[config.mk]
export PLATFORM = sky130hd
export DESIGN_NAME = spi_frame_reader
export DESIGN_NICKNAME = d
export VERILOG_FILES = /design/src/rtl/spi_frame_reader.sv
export SDC_FILE = /design/constraint.sdc
export NUM_CORES = 1
export LEC_CHECK = 0
export ABC_CLOCK_PERIOD_IN_PS = 2270
export CAP_MARGIN = 20
export CORE_AREA = 3 3 63 65
export CTS_BUF_LIST = sky130_fd_sc_hd__clkbuf_2 sky130_fd_sc_hd__clkbuf_4 sky130_fd_sc_hd__clkbuf_8
export CTS_CLUSTER_SIZE = 12
export DETAILED_ROUTE_END_ITERATION = 10
export DIE_AREA = 0 0 66 68
export PLACE_DENSITY = 0.79
export SLEW_MARGIN = 10
export SYNTH_ARGS = -nofsm -noshare
export SYNTH_HDL_FRONTEND = slang
export SYNTH_SLANG_ARGS = --single-unit
export TNS_END_PERCENT = 5
[constraint.sdc]
create_clock -name clk -period 2.27 [get_ports clk]
set_input_delay 0.454 -clock clk [delete_from_list [all_inputs] [get_ports clk]]
set_output_delay 0.454 -clock clk [all_outputs]
set_load 0.05 [all_outputs]
[src/rtl/spi_frame_reader.sv]
// SPI mode-0 master that reads one mic-array frame: a discarded pipeline byte followed
// by NUM_MICS PCM bytes, presented on a valid/ready stream tagged with mic index.
module spi_frame_reader #(
  parameter int NUM_MICS  = 25,
  parameter int SCK_DIV   = 4,
  parameter int SETUP_CYC = 8,
  parameter int GAP_CYC   = 16,
  parameter int IDX_W     = (NUM_MICS > 1) ? $clog2(NUM_MICS) : 1
) (
  input  logic             clk,
  input  logic             rst,
  input  logic             start,
  output logic             busy,
  output logic             ssel,
  output logic             sck,
  output logic             mosi,
  input  logic             miso,
  output logic [7:0]       out_data,
  output logic [IDX_W-1:0] out_mic,
  output logic             out_last,
  output logic             out_valid,
  input  logic             out_ready,
  output logic             frame_done
);

  localparam int CNT_MAX = (SETUP_CYC > GAP_CYC)
                           ? ((SETUP_CYC > SCK_DIV) ? SETUP_CYC : SCK_DIV)
                           : ((GAP_CYC > SCK_DIV) ? GAP_CYC : SCK_DIV);
  localparam int CNT_W  = (CNT_MAX > 1) ? $clog2(CNT_MAX) : 1;
  localparam int BYTE_W = $clog2(NUM_MICS + 1);

  localparam logic [CNT_W-1:0]  SETUP_LAST = CNT_W'(SETUP_CYC - 1);
  localparam logic [CNT_W-1:0]  HALF_LAST  = CNT_W'(SCK_DIV - 1);
  localparam logic [CNT_W-1:0]  GAP_LAST   = CNT_W'(GAP_CYC - 1);
  localparam logic [BYTE_W-1:0] LAST_BYTE  = BYTE_W'(NUM_MICS);

  typedef enum logic [2:0] {S_IDLE, S_SETUP, S_SHIFT, S_HOLD, S_DONE, S_GAP} state_t;

  state_t            state, state_nxt;
  logic [CNT_W-1:0]  cnt, cnt_nxt;
  logic [2:0]        bit_cnt, bit_cnt_nxt;
  logic [BYTE_W-1:0] byte_cnt, byte_cnt_nxt;
  logic              sck_nxt, ssel_nxt, busy_nxt, valid_nxt, frame_done_nxt;
  logic              shift_in, load_out, launch, out_free;
  logic [7:0]        shreg;

  assign mosi     = 1'b0;
  assign out_free = ~out_valid | out_ready;
  // The last gap cycle doubles as IDLE so held start gives exactly GAP_CYC high cycles.
  assign launch   = start & ((state == S_IDLE) | ((state == S_GAP) & (cnt == GAP_LAST)));

  always_comb begin
    state_nxt      = state;
    cnt_nxt        = cnt;
    bit_cnt_nxt    = bit_cnt;
    byte_cnt_nxt   = byte_cnt;
    sck_nxt        = sck;
    ssel_nxt       = ssel;
    busy_nxt       = busy;
    valid_nxt      = out_valid & ~out_ready;
    frame_done_nxt = 1'b0;
    shift_in       = 1'b0;
    load_out       = 1'b0;
    case (state)
      S_SETUP: begin
        if (cnt == SETUP_LAST) begin
          cnt_nxt   = '0;
          state_nxt = S_SHIFT;
        end else begin
          cnt_nxt = cnt + 1'b1;
        end
      end
      S_SHIFT: begin
        // Divider is frozen while the previous byte still sits unaccepted in the output register.
        if (out_free) begin
          if (cnt == HALF_LAST) begin
            cnt_nxt = '0;
            sck_nxt = ~sck;
            if (!sck) begin
              shift_in = 1'b1;
            end else if (bit_cnt == 3'd7) begin
              bit_cnt_nxt = '0;
              state_nxt   = S_HOLD;
            end else begin
              bit_cnt_nxt = bit_cnt + 3'd1;
            end
          end else begin
            cnt_nxt = cnt + 1'b1;
          end
        end
      end
      S_HOLD: begin
        byte_cnt_nxt = byte_cnt + 1'b1;
        if (byte_cnt != '0) begin
          load_out  = 1'b1;
          valid_nxt = 1'b1;
        end
        state_nxt = (byte_cnt == LAST_BYTE) ? S_DONE : S_SHIFT;
      end
      S_DONE: begin
        if (out_free) begin
          ssel_nxt       = 1'b1;
          frame_done_nxt = 1'b1;
          cnt_nxt        = '0;
          state_nxt      = S_GAP;
        end
      end
      S_GAP: begin
        if (cnt == GAP_LAST) begin
          cnt_nxt   = '0;
          busy_nxt  = 1'b0;
          state_nxt = S_IDLE;
        end else begin
          cnt_nxt = cnt + 1'b1;
        end
      end
      default: begin
      end
    endcase
    if (launch) begin
      state_nxt    = (SETUP_CYC == 0) ? S_SHIFT : S_SETUP;
      cnt_nxt      = '0;
      bit_cnt_nxt  = '0;
      byte_cnt_nxt = '0;
      ssel_nxt     = 1'b0;
      busy_nxt     = 1'b1;
    end
  end

  always_ff @(posedge clk) begin
    if (rst) begin
      state      <= S_IDLE;
      cnt        <= '0;
      bit_cnt    <= '0;
      byte_cnt   <= '0;
      sck        <= 1'b0;
      ssel       <= 1'b1;
      busy       <= 1'b0;
      out_valid  <= 1'b0;
      frame_done <= 1'b0;
    end else begin
      state      <= state_nxt;
      cnt        <= cnt_nxt;
      bit_cnt    <= bit_cnt_nxt;
      byte_cnt   <= byte_cnt_nxt;
      sck        <= sck_nxt;
      ssel       <= ssel_nxt;
      busy       <= busy_nxt;
      out_valid  <= valid_nxt;
      frame_done <= frame_done_nxt;
    end
  end

  always_ff @(posedge clk) begin
    if (shift_in) shreg <= {shreg[6:0], miso};
  end

  // Output register: mic index is one behind byte_cnt because byte 0 is the dummy.
  always_ff @(posedge clk) begin
    if (rst) begin
      out_data <= '0;
      out_mic  <= '0;
      out_last <= 1'b0;
    end else if (load_out) begin
      out_data <= shreg;
      out_mic  <= IDX_W'(byte_cnt - 1'b1);
      out_last <= (byte_cnt == LAST_BYTE);
    end
  end

endmodule

==> summary.txt <==
Global routing
  – Pin count of the biggest net entering global routing: 21
  – First-pass GRT wire length: 6175 um
  – Initial antenna violation count: 0
  – Tot GR Track Use: 18.35%
  – Vias in the first global route: 1,344
  – GRT overflow: 0

Synthesis
  – Synth top area cells: dfxtp_1 (35%), edfxtp_1 (13%), a21oi_1 (6.8%)
  – Netlist cell types: 50
  – Post-Syn Nets: 224
  – Synth area leader: dfxtp_1
  – Share of the synthesized area in the top cell type: 35.46%
  – Most instantiated cells after synthesis: dfxtp_1 (34), nand2_1 (30), a21oi_1 (26), nor2_1 (26), edfxtp_1 (8)
  – Register bit total from synthesis: 42
  – Mean Syn Cell Area: 9.053 um2
  – Sequential share of the synthesized area: 47.98%
  – Ys async rst share: 0%
  – Ys Warns: 0
  – Mapped Area: 0.001919 mm2
  – Post-synth EDFFs: 8
  – Syn Inst Count: 212
  – Most common cell in the netlist: dfxtp_1
  – Synth Flop Type: dfxtp_1

Worst setup path
  – Max FO, Critical Path: 5
  – Worst Path Buf+Inv: 1
  – Setup crit start kind: flop
  – CP Data Arrival Time: 1.63 ns
  – CP Capture Type: output port
  – CP max stage cell: clkdlybuf4s50_1
  – Cell family with most CP delay: buffers and inverters
  – CP Cell Sequence: clkdlybuf4s50_1
  – Max stage delay on crit path: 0.84 ns
  – Req. time, crit path: 1.82 ns
  – Crit Path Class: flop to output port

Pwr
  – Leakage power: 0.8232 nW
  – P_sw: 0.3384 mW
  – Sw Share: 26.66%
  – VDD IR-drop max: 0.5605 mV
  – Internal power: 0.9309 mW
  – Total design power: 1.269 mW
  – Clock power frac: 29.7%
  – Combinational group share of total power: 8.8%
  – Sequential power share: 61.5%
  – Pwr/cell area: 565.5 mW/mm2

Timing
  – Minimum clock period: 2.087 ns
  – Max-slew violation count: 0
  – Slew margin rel.: 66.29%
  – Worst Skew: 0.01458 ns
  – Setup TNS: 0 ns
  – Final hold vios: 0
  – Maximum clock rate: 479.3 MHz
  – Final WS setup: 0.1835 ns
  – Worst slew pin tran: 0.5041 ns
  – Tcrit/Tclk final: 91.92%
  – Final setup fails: 0
  – RSZ-0062 raised after global routing: false

Placed design
  – Setup WS pre-CTS: 0.1043 ns
  – Global placement routability congestion: 0.7944
  – Post-DP HPWL: 2517 um
  – Port Buf Inserts: 23

Route
  – Initial drt markers: 94
  – Vias: 1,488
  – Pre-antenna DRT Iters: 4
  – Drt via density: 5.277
  – Post-DRT Antenna Nets: 0
  – # DRC: 0
  – Total Routed Length: 3639 um
  – WL per Instance: 12.90 um

Clock network
  – Clock transition at the registers of the reported paths: 0.12 ns
  – Hold buffer count at cts: 0
  – Root Buffer: clkbuf_4
  – Worst skew pair latency: 0.36 ns
  – # resized after CTS: 0
  – H-Tree Depth: 2
  – Setup Buffers After CTS: 0
  – Clk buf depth: 2
  – CTS Buf Count: 5
  – Clock Sinks: 42
  – CTS tree: yes

Run
  – Max_cap viols: 0

Worst hold path
  – Hold crit path type: flop to flop

Layout
  – Area grow syn2layout: 16.95%
  – Fill cells: 272
  – Nets: 247
  – Share of layout cells above drive strength 1: 9.322%
  – Ant diodes: 0
  – Final core occ: 66.22%

Floorplan
  – Die area: 0.004488 mm2
  – Die X: 66 um
  – Die Height: 68 um
  – Initial Utilization: 56.63%
  – Num rows: 21
  – Core box area: 0.003390 mm2
  – I/O pins: 25

Outcome
  – Status: finished clean
## sequential cells by signal, summed over array words and instances, names as in the netlist
name and flops:
out_mic 5, busy 1, state 3, out_data 8
out_valid 1, ssel 1, out_last 1, frame_done 1
byte_cnt 5, bit_cnt 3, sck 1, shreg 8
cnt 4
## power by group through the flow
stage               combinational, mW  sequential, mW  clock (mW)
floorplan                      0.0749           0.803           0
global placement                0.110           0.796           0
detailed placement              0.111           0.797           0
CTS                             0.112           0.780       0.381
global route                    0.125           0.782       0.411
finish                          0.112           0.780       0.377
## routing by layer
metal / track usage (%) / wire length (um)
met1: 23.24 / 1769
met2: 28.91 / 1664
met3: 6.732 / 174
met4: 6.599 / 30
met5: 0 / 0
## worst paths after layout
check / startpoint / endpoint / slack, ns / depth (start not counted)
max: sck / sck / 0.18 / 1
min: out_data[5] / out_data[5] / 0.46 / 2
max reg2reg: cnt[0] / bit_cnt[0] / 0.30 / 7
min reg2reg: out_data[5] / out_data[5] / 0.46 / 2
## metrics by stage
stage / cells / instance area [um2] / hold slack (ns)
after global routing: 282 / 2245 / 0.4847
after detailed placement: 274 / 2186 / 0.4337
after floorplan: 212 / 1919 / 0.4262
after global placement: 274 / 2186 / 0.4302
final: 282 / 2245 / 0.4606
after CTS: 282 / 2245 / 0.4626
## layout make-up
type / instances / area (um2) / area share, %
Inverter: 5 / 18.77 / 0.8361
Timing Repair Buffer: 30 / 282.8 / 12.60
Sequential cell: 42 / 920.9 / 41.03
Clock inverter: 3 / 21.27 / 0.9476
Clock buffer: 5 / 37.54 / 1.672
Multi-Input combinational cell: 151 / 905.9 / 40.36
Tap cell: 46 / 57.56 / 2.564
## logic make-up after synthesis
group / synth area share [%]
compound gates: 15.06
flops: 47.98
simple gates: 23.21
mux: 0.5215
xor+xnor: 3.651
fa+ha+maj: 4.563
other cells: 0.1954
buf+inv: 4.824
## cells in the final DEF, fill, tap and decap left out, types with 7 or more instances in the layout
cell / netlist / routed
nor2_1: 26 / 26
nand2_1: 30 / 30
edfxtp_1: 8 / 8
buf_4: 2 / 7
a21oi_1: 26 / 26
dfxtp_1: 34 / 34
ha_1: 7 / 7
clkdlybuf4s50_1: 0 / 23
Power figures use the tool's default switching activity.
